File: src/rtl/onehot_key_capture_if.sv
// Key-capture bus: raw button levels in, registered one-hot code and strobes out.
interface onehot_key_capture_if;
  logic [3:0] key_raw;
  logic [3:0] onehot;
  logic       valid;
  logic       pending_any;

  modport master (
    output key_raw,
    input  onehot,
    input  valid,
    input  pending_any
  );

  modport slave (
    input  key_raw,
    output onehot,
    output valid,
    output pending_any
  );
endinterface

File: src/rtl/onehot_key_capture.sv
// Four-key synchronise/debounce/press capture with priority-serialised
// one-hot issue; onehot is always a legal single-bit code.
module onehot_key_capture #(
  parameter int DEBOUNCE_CYCLES = 16
) (
  input  logic                 clk,
  input  logic                 rst_n,
  onehot_key_capture_if.slave  bus
);

  localparam int CW = $clog2(DEBOUNCE_CYCLES);
  localparam logic [CW-1:0] CNT_MAX = CW'(DEBOUNCE_CYCLES - 1);

  logic [3:0]    s1_q, s1_d;
  logic [3:0]    s2_q, s2_d;
  logic [3:0]    stable_q, stable_d;
  logic [3:0]    pending_q, pending_d;
  logic [3:0]    onehot_q, onehot_d;
  logic          valid_q, valid_d;
  logic [CW-1:0] cnt_q [4];
  logic [CW-1:0] cnt_d [4];
  logic [3:0]    press;
  logic [3:0]    issue;

  always_comb begin
    s1_d     = bus.key_raw;
    s2_d     = s1_q;
    stable_d = stable_q;
    press    = '0;
    for (int k = 0; k < 4; k++) begin
      cnt_d[k] = '0;
      if (s2_q[k] != stable_q[k]) begin
        if (cnt_q[k] == CNT_MAX) begin
          stable_d[k] = s2_q[k];
          press[k]    = s2_q[k];
        end else begin
          cnt_d[k] = cnt_q[k] + CW'(1);
        end
      end
    end
    // Lowest set pending bit; a fresh press on the same key wins the clear.
    issue     = pending_q & (~pending_q + 4'd1);
    pending_d = (pending_q & ~issue) | press;
    valid_d   = |pending_q;
    onehot_d  = valid_d ? issue : onehot_q;
  end

  always_ff @(posedge clk) begin
    if (!rst_n) begin
      s1_q      <= '0;
      s2_q      <= '0;
      stable_q  <= '0;
      pending_q <= '0;
      onehot_q  <= 4'b0001;
      valid_q   <= 1'b0;
      for (int k = 0; k < 4; k++) begin
        cnt_q[k] <= '0;
      end
    end else begin
      s1_q      <= s1_d;
      s2_q      <= s2_d;
      stable_q  <= stable_d;
      pending_q <= pending_d;
      onehot_q  <= onehot_d;
      valid_q   <= valid_d;
      for (int k = 0; k < 4; k++) begin
        cnt_q[k] <= cnt_d[k];
      end
    end
  end

  assign bus.onehot      = onehot_q;
  assign bus.valid       = valid_q;
  assign bus.pending_any = |pending_q;

endmodule

File: src/flat_wrapper.sv
// flat-port wrapper written by rule: the top's interface ports become plain ports
module onehot_key_capture_flat 
#(
  parameter int DEBOUNCE_CYCLES = 16
)
  (clk, rst_n, bus_key_raw, bus_onehot, bus_valid, bus_pending_any);
  onehot_key_capture_if bus_i ();
  input  logic clk;
  input  logic rst_n;
  input wire logic [$bits(bus_i.key_raw)-1:0] bus_key_raw;
  output wire logic [$bits(bus_i.onehot)-1:0] bus_onehot;
  output wire logic [$bits(bus_i.valid)-1:0] bus_valid;
  output wire logic [$bits(bus_i.pending_any)-1:0] bus_pending_any;
  assign bus_i.key_raw = bus_key_raw;
  assign bus_onehot = bus_i.onehot;
  assign bus_valid = bus_i.valid;
  assign bus_pending_any = bus_i.pending_any;
  onehot_key_capture #(.DEBOUNCE_CYCLES(DEBOUNCE_CYCLES)) u_core (.clk(clk), .rst_n(rst_n), .bus(bus_i));
endmodule
File: config.mk
export PLATFORM = sky130hd
export DESIGN_NAME = onehot_key_capture_flat
export DESIGN_NICKNAME = d
export VERILOG_FILES = /design/src/rtl/onehot_key_capture_if.sv /design/src/rtl/onehot_key_capture.sv /design/src/flat_wrapper.sv
export SDC_FILE = /design/constraint.sdc
export NUM_CORES = 1
export LEC_CHECK = 0
export CORE_MARGIN = 2
export CORE_UTILIZATION = 56
export DETAILED_ROUTE_END_ITERATION = 10
export PLACE_DENSITY = 0.78
export RECOVER_POWER = 25
export SLEW_MARGIN = 20
export SYNTH_ARGS = -nofsm -noshare
export SYNTH_HDL_FRONTEND = slang
export SYNTH_SLANG_ARGS = --single-unit
File: constraint.sdc
create_clock -name clk -period 2.1 [get_ports clk]
set_input_delay 0.63 -clock clk [delete_from_list [all_inputs] [get_ports clk]]
set_output_delay 0.63 -clock clk [all_outputs]
set_load 0.005 [all_outputs]
==> reports/qor.log, run 1 <==
qor: run_status.run_status complete, no violations
qor: die.start_util 59.6%
qor: setup_path.cp_slowest_cell sky130_fd_sc_hd__dfxtp_4
qor: layout.antenna_cells_inserted 0
qor: die.die_width 52.8 um
qor: global_route.total_global_route_track_usage 19.5%
qor: die.design.core.area 0.00223 mm2
qor: logic_synthesis.synth_top_cell_area_share 55.6%
qor: setup_path.crit_chain nor4_4 > inv_1 > dlygate4sd2_1
qor: layout.finish.net_count 156
qor: layout.commonest_cells_after_routing_fill_and_taps_aside sky130_fd_sc_hd__dfxtp_1 (35), sky130_fd_sc_hd__nor2_1 (13), sky130_fd_sc_hd__xor2_1 (12)
qor: detailed_routing.vias_after_detailed_routing 900
qor: setup_path.critical_path.max_stage_delay 0.37 ns
qor: global_route.grt_antenna_before_repair 0
qor: detailed_routing.finalWirelength 2.03 mm
qor: detailed_routing.vias_per_cell 5.14
qor: detailed_routing.number_of_nets_with_antenna_violations_after_detailed_routing 0
qor: timing.tightestPinTransition 0.299 ns
qor: detailed_routing.detail_route.wl_per_cell 11.6 um
qor: clock_tree.ctsHtreeMaxLevel 2
qor: logic_synthesis.mappedNetlistArea 0.00133 mm2
qor: setup_path.crit_path_max_fo 3
qor: clock_tree.cts_made_buffers 5
qor: layout.fin_util 71.9%
qor: power.leakagePower 0.722 nW
qor: placement.numPlacedInstances 165
qor: clock_tree.tritoncts_clock_tree built
qor: timing.timing.final.max_slew_violations 0
qor: die.io_count 12
qor: logic_synthesis.postSynthCellCount 128
qor: global_route.grt_pass1_vias 924
qor: clock_tree.clk_path_buf_depth 2
qor: detailed_routing.drc 0
qor: logic_synthesis.synth.net_count 138
qor: logic_synthesis.post_synth.cell_area_avg 10.4 um2
qor: layout.finish.cell_count_without_fillers 175
qor: die.fp.dieArea 0.00278 mm2
qor: placement.finalWeightedCongestion 0.738
qor: timing.finalClockSkew 0.00720 ns
qor: worst_hold_path.worstHoldPathType register to register
qor: timing.clock.fmax 0.515 GHz
qor: timing.period_minus_slack 1.94 ns
qor: logic_synthesis.post-synth-top-area-cell sky130_fd_sc_hd__dfxtp_1
qor: setup_path.ws_path_type register to output pin
qor: power.power 1.26 mW
qor: timing.finalSetupViolCount 0
qor: logic_synthesis.yosys_warnings 0
qor: global_route.largest_net_degree_at_the_start_of_global_routing 30
qor: timing.setup_tns 0 ns
qor: placement.place.detailed.hpwl 1.29 mm
qor: global_route.grt_first_pass_wirelength 3.79 mm
qor: layout.final_layout_size_suffix_gt1_share 10.9%
qor: global_route.global_route.overflow_total 0
qor: setup_path.critical_path_required 1.47 ns
qor: die.rows 17
qor: timing.max_slew_margin 80.0%
qor: setup_path.arr_time_crit_path 1.31 ns
qor: clock_tree.cts_root_buffer sky130_fd_sc_hd__clkbuf_4
qor: timing.finalCritPeriodShare 92.5%
qor: layout.layout-area-overhead-vs-synth 20.6%
qor: logic_synthesis.netlist_top_cells_area sky130_fd_sc_hd__dfxtp_1 (56%), sky130_fd_sc_hd__xor2_1 (7.9%), sky130_fd_sc_hd__and2_1 (3.8%)
qor: clock_tree.number_of_clock_sinks 37
qor: detailed_routing.firstDrtPassIters 4
qor: timing.rsz0062_at_grt no
qor: logic_synthesis.synth.ff_latch_count 37
qor: clock_tree.clock_latency 0.34 ns
qor: detailed_routing.drt-initial-drc-count 4
qor: setup_path.worst_setup_path_start_kind register
qor: power.vdd_ir_drop_max 0.530 mV
qor: timing.timing.final.hold_violations 0
qor: run.max_cap_violation_count 0
qor: logic_synthesis.synthDistinctLibCells 25
qor: power.power_per_cell_area 784 mW/mm2
qor: die.die_y 52.8 um
qor: logic_synthesis.synth_sequential_area_ratio 55.6%
qor: setup_path.cp-end-kind output pin
qor: placement.numPortBuffers 11
qor: layout.layout.cells.most_common sky130_fd_sc_hd__dfxtp_1
qor: clock_tree.clkSlewWorstSetupHoldPaths 0.11 ns
[cell type report]
class                           instances  area [um2]
Clock buffer                            7        55.1
Multi-Input combinational cell         82         571
Timing Repair Buffer                   14         144
Sequential cell                        37         748
Inverter                                6        22.5
Fill cell                             179         628
Clock inverter                          1        30.0
Tap cell                               28        35.0
[flip-flops by register name, indices dropped and copies added (netlist names)]
| register | count |
|---|---|
| u_core.bus.onehot | 4 |
| u_core.bus.valid | 1 |
| u_core.cnt_q | 16 |
| u_core.pending_q | 4 |
| u_core.s1_q | 4 |
| u_core.s2_q | 4 |
| u_core.stable_q | 4 |
[stage by stage]
stage | cell area [um2] | hold WS, ns | setup slack (ns)
floorplan | 1330 | 0.412 | 0.670
global placement | 1480 | 0.415 | 0.185
detailed placement | 1480 | 0.421 | 0.179
CTS | 1610 | 0.446 | 0.151
global route | 1610 | 0.467 | 0.0429
finish | 1610 | 0.445 | 0.157
[per-layer routing]
metal  track usage (%)  vias up  part of all wire, %
met2              35.2       16                   49
met4              10.3        0                  2.4
met3              6.86        7                  4.3
met5                 0        -                    0
met1              19.4      416                   44
li1                  -      461                    -
[worst max-delay path, delay by kind of cell (launching register included)]
family | cells | cell delay [ns]
flip-flops | 1 | 0.37
buffers and inverters | 2 | 0.32
AND/OR/NAND/NOR | 1 | 0.29
[synth_stat cells]
cell type,number
sky130_fd_sc_hd__ha_1,4
sky130_fd_sc_hd__xor2_1,12
sky130_fd_sc_hd__a21boi_1,3
sky130_fd_sc_hd__nand3_2,3
sky130_fd_sc_hd__o21ai_0,2
sky130_fd_sc_hd__nor3_1,1
sky130_fd_sc_hd__nor4b_1,1
sky130_fd_sc_hd__dfxtp_1,37
sky130_fd_sc_hd__or3b_1,3
sky130_fd_sc_hd__nand3_1,9
sky130_fd_sc_hd__nor4_1,2
sky130_fd_sc_hd__buf_2,1
sky130_fd_sc_hd__and3_1,4
sky130_fd_sc_hd__inv_1,6
sky130_fd_sc_hd__mux2i_1,4
sky130_fd_sc_hd__and2_1,8
sky130_fd_sc_hd__and2b_1,1
sky130_fd_sc_hd__nor2b_1,4
sky130_fd_sc_hd__nor3b_1,1
sky130_fd_sc_hd__nand2_1,3
sky130_fd_sc_hd__a21oi_1,2
sky130_fd_sc_hd__nor2_1,13
sky130_fd_sc_hd__clkbuf_1,2
sky130_fd_sc_hd__nand3b_1,1
sky130_fd_sc_hd__o31ai_1,1
[final timing paths]
path                        from                  end  slack [ns]  depth (start not counted)
max          u_core.pending_q[3]      bus_pending_any        0.16                          3
min               u_core.s1_q[2]       u_core.s2_q[2]        0.44                          1
max reg2reg   u_core.cnt_q[1][0]  u_core.pending_q[1]        0.78                          4
min reg2reg       u_core.s1_q[2]       u_core.s2_q[2]        0.44                          1
[logic make-up after synthesis]
logic type	Yosys count	share of synthesized area, %
AND/OR/NAND/NOR	54	23.3
flip-flops	37	55.6
XOR/XNOR	12	7.89
buffers and inverters	9	2.63
AO/OA/AOI/OAI	8	3.76
multiplexers	4	3.01
adder cells (fa/ha/maj)	4	3.76
[repair_timing]
item                       4_1_cts  5_1_grt
setup buffers                    2        0
hold buffers                     0        0
gates resized for setup          7        0
setup endpoints to repair        1        0
[where the power goes]
| part | internal [mW] | switching, mW | total, mW |
|---|---|---|---|
| Sequential | 0.708 | 0.00482 | 0.713 |
| Clock | 0.284 | 0.228 | 0.512 |
| Combinational | 0.0207 | 0.0133 | 0.0340 |
| Total | 1.01 | 0.246 | 1.26 |
No activity file was read; power rests on OpenSTA's default activity.
==> run 2, diff against run 1 <==
Settings changed: DONT_BUFFER_PORTS set to 1, PLACE_DENSITY 0.78 to 0.71.
==> run 2 against run 1 <==
Final cell count fell by 8.0%. Power decreased by 15%. Design area fell by 13%. First-iteration DRC count increased by 130%. Sequential cell count is the same. Global-route usage fell by 4.2 points. Critical path depth decreased by 1. Die area unchanged. Clock skew fell by 0.00084 ns. Highest routed layer unchanged.
==> reports/qor.log, run 2 (synthesized netlist as in run 1, its figures left out) <==
qor: layout.fin_util 62.8% [-9.1 points]
qor: timing.max_slew_margin 71.4% [-8.7 points]
qor: timing.timing.final.hold_violations 0 [unchanged]
qor: detailed_routing.firstDrtPassIters 4 [unchanged]
qor: setup_path.critical_path_required 1.47 ns [about the same]
qor: placement.numPortBuffers 0 [-11]
qor: worst_hold_path.worstHoldPathType input port to register
qor: detailed_routing.drt-initial-drc-count 9 [+5]
qor: detailed_routing.finalWirelength 1.75 mm [-14%]
qor: die.fp.dieArea 0.00278 mm2 [unchanged]
qor: detailed_routing.detail_route.wl_per_cell 10.8 um [-6.6%]
qor: die.rows 17 [unchanged]
qor: layout.commonest_cells_after_routing_fill_and_taps_aside sky130_fd_sc_hd__dfxtp_1 (37), sky130_fd_sc_hd__nor2_1 (13), sky130_fd_sc_hd__xor2_1 (12)
qor: layout.antenna_cells_inserted 0 [unchanged]
qor: clock_tree.cts_made_buffers 5 [unchanged]
qor: timing.timing.final.max_slew_violations 0 [unchanged]
qor: placement.finalWeightedCongestion 0.702 [-4.9%]
qor: placement.place.detailed.hpwl 1.24 mm [-3.5%]
qor: global_route.grt_first_pass_wirelength 3.07 mm [-19%]
qor: global_route.global_route.overflow_total 0 [unchanged]
qor: setup_path.crit_path_max_fo 8 [+5]
qor: clock_tree.clkSlewWorstSetupHoldPaths 0.10 ns [about the same]
qor: setup_path.regToRegStartpoint u_core.cnt_q[1][0]
qor: global_route.total_global_route_track_usage 15.4% [-4.2 points]
qor: layout.finish.net_count 142 [-9.0%]
qor: setup_path.cp-end-kind output pin
qor: detailed_routing.vias_after_detailed_routing 811 [-9.9%]
qor: global_route.grt_antenna_before_repair 0 [unchanged]
qor: detailed_routing.vias_per_cell 5.04 [-2.1%]
qor: detailed_routing.drc 0 [unchanged]
qor: setup_path.ws_path_type register to output pin
qor: clock_tree.ctsHtreeMaxLevel 2 [unchanged]
qor: clock_tree.cts_hold_buffers 0 [unchanged]
qor: die.die_y 52.8 um [unchanged]
qor: timing.rsz0062_at_grt no
qor: worst_hold_path.hold_start rst_n
qor: layout.fill_cell_total_of_the_finished_layout 189 [+5.6%]
qor: run.max_cap_violation_count 0 [unchanged]
qor: timing.setup_tns 0 ns [unchanged]
qor: global_route.grt_pass1_vias 771 [-17%]
qor: power.cell_internal_pwr 0.854 mW [-16%]
qor: global_route.largest_net_degree_at_the_start_of_global_routing 30 [unchanged]
qor: setup_path.worst_setup_path_start_kind register
qor: layout.final_layout_size_suffix_gt1_share 6.02% [-4.9 points]
qor: die.start_util 59.6% [unchanged]
qor: layout.layout-area-overhead-vs-synth 5.36%
qor: clock_tree.postCtsSetupBuffers 0 [-2]
qor: layout.seq_area 741 um2 [-1.0%]
qor: setup_path.cp-startpoint u_core.pending_q[0]
qor: power.netSwitchingFraction 19.8% [+0.30 points]
qor: clock_tree.tritoncts_clock_tree built
qor: power.clock_power_share 31.3% [-9.4 points]
qor: power.power_frac_comb 1.5% [-1.2 points]
qor: timing.finalClockSkew 0.00635 ns [-0.000840 ns]
qor: layout.multi_input_comb_area 556 um2 [-2.6%]
qor: run_status.run_status complete, no violations
qor: layout.layout.cells.most_common sky130_fd_sc_hd__dfxtp_1
qor: timing.clock.fmax 0.532 GHz [+3.3%]
qor: power.leakagePower 0.627 nW [-13%]
qor: clock_tree.post_cts_resize_count 0 [-7]
qor: layout.max_reg_flops 16 [unchanged]
qor: clock_tree.clock_latency 0.31 ns [-0.03 ns]
qor: die.die_width 52.8 um [unchanged]
qor: layout.largest_register u_core.cnt_q
qor: die.design.core.area 0.00223 mm2 [unchanged]
qor: clock_tree.number_of_clock_sinks 37 [unchanged]
qor: power.power_frac_seq 67.2% [+11 points]
qor: timing.finalCritPeriodShare 89.6% [-3.0 points]
qor: power.vdd_ir_drop_max 0.520 mV [-1.9%]
qor: power.power_per_cell_area 759 mW/mm2 [-3.2%]
qor: detailed_routing.number_of_nets_with_antenna_violations_after_detailed_routing 0 [unchanged]
qor: clock_tree.clk_path_buf_depth 2 [unchanged]
qor: setup_path.arr_time_crit_path 1.25 ns [-0.06 ns]
qor: timing.period_minus_slack 1.88 ns [-0.0620 ns]
qor: clock_tree.cts_root_buffer sky130_fd_sc_hd__clkbuf_4
qor: timing.finalSetupViolCount 0 [unchanged]
qor: power.p_sw 0.211 mW [-14%]
qor: timing.tightestPinTransition 0.425 ns [+0.126 ns]
qor: die.io_count 12 [unchanged]
[run 2: changes by cell type in the layout (fill, tap and decap cells not counted), sizes merged]
| cell | previous run | this run |
|---|---|---|
| buf | 3 | 0 |
| bufinv | 1 | 0 |
| clkbuf | 7 | 8 |
| clkdlybuf4s50 | 9 | 0 |
| dlygate4sd2 | 1 | 0 |
| dlygate4sd3 | 1 | 0 |
[run 2: metal layers]
metal	vias to the layer above	wire length, um	GRT usage, %
met5	-	0	0
met4	0	14	6.41
met3	2	89	6.00
met2	20	802	24.8
met1	358	839	18.0
li1	431	-	-
[run 2: power groups by stage]
stage | combinational [mW] | clock [mW] | sequential [mW]
2_1_floorplan | 0.0191 | 0 | 0.731
3_3_place_gp | 0.0151 | 0 | 0.732
3_5_place_dp | 0.0158 | 0 | 0.732
4_1_cts | 0.0160 | 0.350 | 0.716
5_1_grt | 0.0180 | 0.384 | 0.717
6_report | 0.0157 | 0.334 | 0.716
[run 2: path summary, 6_finish.rpt]
path | end | slack [ns] | cells past startpoint
worst max register to register | u_core.pending_q[1] | 0.82 | 4
worst min-delay path | u_core.bus.onehot[0] | 0.40 | 1
worst min register to register | u_core.s2_q[0] | 0.44 | 1
worst max-delay path | bus_pending_any | 0.22 | 2
[run 2: stage by stage]
step / worst slack (ns) / std cells / hold slack (ns) / total power, mW / area [um2]
2_1_floorplan: 0.670 / 128 / 0.412 / 0.750 / 1330
3_3_place_gp: 0.599 / 153 / 0.416 / 0.747 / 1350
3_5_place_dp: 0.569 / 153 / 0.420 / 0.748 / 1350
4_1_cts: 0.210 / 161 / 0.386 / 1.08 / 1400
5_1_grt: 0.0958 / 161 / 0.375 / 1.12 / 1400
6_report: 0.219 / 161 / 0.403 / 1.06 / 1400
[run 2: final cells by class]
| type | instances | share of cell area (%) |
|---|---|---|
| well taps | 28 | 2.50 |
| inverters | 6 | 1.61 |
| multi-input cells | 82 | 39.6 |
| clock buffers | 8 | 3.48 |
| flip-flops and latches | 37 | 52.8 |
[run 2: worst max-delay path: stages, from the launching register on]
cell and delay, ns:
sky130_fd_sc_hd__dfxtp_1 0.39, sky130_fd_sc_hd__nor4_1 0.45, sky130_fd_sc_hd__inv_1 0.11
==> run 3, diff against run 2 <==
Settings changed: GPL_TIMING_DRIVEN set to 0.
==> run 3 against run 2 <==
Core utilization increased by 0.56 points. Global-route usage grew 2.0 points. Die area is the same. Worst setup slack worse by 0.022 ns. Wire length increased by 11%. Via count grew 3.6%.
==> reports/qor.log, run 3 (synthesized netlist as in run 1, its figures left out) <==
qor: timing.finalCritPeriodShare 90.6% [+1.1 points]
qor: layout.finish.cell_count_without_fillers 163 [+1.2%]
qor: run_status.run_status complete, no violations
qor: placement.place.detailed.hpwl 1.34 mm [+7.5%]
qor: placement.finalWeightedCongestion 0.706 [+0.56%]
qor: global_route.grt_antenna_before_repair 0 [unchanged]
qor: power.power_per_cell_area 783 mW/mm2 [+3.2%]
qor: die.fp.dieArea 0.00278 mm2 [unchanged]
qor: global_route.global_route.overflow_total 0 [unchanged]
qor: global_route.grt_first_pass_wirelength 3.26 mm [+6.3%]
qor: global_route.total_global_route_track_usage 17.3% [+2.0 points]
qor: clock_tree.cts_made_buffers 5 [unchanged]
qor: clock_tree.clkSlewWorstSetupHoldPaths 0.10 ns [about the same]
qor: placement.numPortBuffers 0 [unchanged]
qor: timing.finalClockSkew 0.00422 ns [-0.00214 ns]
qor: timing.timing.final.hold_violations 0 [unchanged]
qor: layout.max_reg_flops 16 [unchanged]
qor: placement.numPlacedInstances 156 [+2.0%]
qor: setup_path.critical_path_required 1.47 ns [about the same]
qor: clock_tree.ctsHtreeMaxLevel 2 [unchanged]
qor: die.die_y 52.8 um [unchanged]
qor: detailed_routing.vias_per_cell 5.15 [+2.3%]
qor: timing.setup_tns 0 ns [unchanged]
qor: timing.timing.final.max_slew_violations 0 [unchanged]
qor: clock_tree.postCtsSetupBuffers 0 [unchanged]
qor: clock_tree.tritoncts_clock_tree built
qor: setup_path.worst_setup_path_start_kind register
qor: die.die_width 52.8 um [unchanged]
qor: detailed_routing.finalWirelength 1.94 mm [+11%]
qor: layout.commonest_cells_after_routing_fill_and_taps_aside sky130_fd_sc_hd__dfxtp_1 (37), sky130_fd_sc_hd__nor2_1 (13), sky130_fd_sc_hd__xor2_1 (12)
qor: setup_path.arr_time_crit_path 1.27 ns [+0.02 ns]
qor: layout.layout-area-overhead-vs-synth 6.30%
qor: global_route.largest_net_degree_at_the_start_of_global_routing 11 [-63%]
qor: timing.period_minus_slack 1.90 ns [+0.0222 ns]
qor: setup_path.regToRegStartpoint u_core.cnt_q[1][0]
qor: die.design.core.area 0.00223 mm2 [unchanged]
qor: layout.fill_cell_total_of_the_finished_layout 191 [+1.1%]
qor: die.rows 17 [unchanged]
qor: worst_hold_path.worstHoldPathType input port to register
qor: setup_path.crit_path_max_fo 8 [unchanged]
qor: detailed_routing.drc 0 [unchanged]
qor: clock_tree.cts_root_buffer sky130_fd_sc_hd__clkbuf_4
qor: power.power 1.11 mW [+4.1%]
qor: worst_hold_path.hold_path_depth 1 [unchanged]
qor: detailed_routing.drt-initial-drc-count 9 [unchanged]
qor: clock_tree.clock_latency 0.33 ns [+0.02 ns]
qor: timing.tightestPinTransition 0.407 ns [-0.0184 ns]
qor: clock_tree.cts_hold_buffers 0 [unchanged]
qor: detailed_routing.number_of_nets_with_antenna_violations_after_detailed_routing 0 [unchanged]
qor: detailed_routing.vias_after_detailed_routing 840 [+3.6%]
qor: setup_path.ws_path_type register to output pin
qor: timing.max_slew_margin 72.6% [+1.2 points]
qor: power.leakagePower 0.636 nW [+1.3%]
qor: timing.rsz0062_at_grt no
qor: timing.clock.fmax 0.525 GHz [-1.2%]
qor: setup_path.reg2reg_depth 4 [unchanged]
qor: detailed_routing.firstDrtPassIters 6 [+2]
qor: run.max_cap_violation_count 0 [unchanged]
qor: die.io_count 12 [unchanged]
qor: setup_path.r2r-end u_core.pending_q[1]
qor: clock_tree.clk_path_buf_depth 2 [unchanged]
qor: worst_hold_path.hold_start bus_key_raw[0]
qor: timing.finalSetupViolCount 0 [unchanged]
qor: detailed_routing.detail_route.wl_per_cell 11.9 um [+9.6%]
qor: layout.finish.net_count 145 [+2.1%]
qor: clock_tree.number_of_clock_sinks 37 [unchanged]
qor: layout.largest_register u_core.cnt_q
qor: setup_path.cp-end-kind output pin
qor: worst_hold_path.holdPathEnd u_core.s1_q[0]
qor: layout.layout.cells.most_common sky130_fd_sc_hd__dfxtp_1
qor: setup_path.worst-r2r-setup-slack 0.78 ns [-0.04 ns]
qor: power.vdd_ir_drop_max 0.504 mV [-3.0%]
qor: clock_tree.post_cts_resize_count 0 [unchanged]
qor: die.start_util 59.6% [unchanged]
qor: global_route.grt_pass1_vias 819 [+6.2%]
qor: layout.antenna_cells_inserted 0 [unchanged]
qor: layout.final_layout_size_suffix_gt1_share 5.93% [-0.089 points]
qor: layout.fin_util 63.4% [+0.56 points]
-- run 3: changes by cell type in the layout (fill, tap and decap cells not counted), sizes merged --
cell,before,now
clkbuf,8,10
-- run 3: cell type report --
class / instances / area, um2 / area share (%)
Tap cell: 28 / 35.0 / 2.48
Multi-Input combinational cell: 82 / 551 / 38.9
Sequential cell: 37 / 741 / 52.3
Inverter: 6 / 22.5 / 1.59
Buffer: 3 / 11.3 / 0.796
Clock buffer: 7 / 55.1 / 3.89
-- run 3: stage by stage --
stage          hold WS (ns)  area (um2)  setup slack [ns]
3_5_place_dp          0.421        1370             0.563
6_report              0.416        1420             0.196
3_3_place_gp          0.416        1370             0.581
2_1_floorplan         0.412        1330             0.670
5_1_grt               0.388        1420            0.0380
4_1_cts               0.398        1420             0.173
-- run 3: critical path, stage by stage, from the launching register on --
cell	delay, ns
sky130_fd_sc_hd__dfxtp_1	0.39
sky130_fd_sc_hd__nor4_1	0.44
sky130_fd_sc_hd__inv_1	0.11
-- run 3: worst max path at each step --
stage	from	endpoint	slack, ns	depth (start not counted)
3_5_place_dp	u_core.pending_q[0]	bus_pending_any	0.56	2
6_report	u_core.pending_q[0]	bus_pending_any	0.20	2
3_3_place_gp	u_core.pending_q[0]	bus_pending_any	0.58	2
4_1_cts	u_core.pending_q[0]	bus_pending_any	0.17	2
5_1_grt	u_core.pending_q[0]	bus_pending_any	0.04	2
2_1_floorplan	u_core.pending_q[0]	bus_pending_any	0.67	2
-- run 3: where the power goes --
part	switching [mW]	internal, mW	total [mW]
combinational	0.0130	0.0107	0.0236
sequential	0.00481	0.711	0.716
clock	0.211	0.158	0.369
-- run 3: metal layers --
layer | global-route usage (%) | up-vias | routed length, um
li1 | - | 435 | -
met1 | 19.0 | 377 | 907
met2 | 25.6 | 22 | 880
met3 | 6.57 | 6 | 111
met4 | 15.4 | 0 | 40
met5 | 0 | - | 0
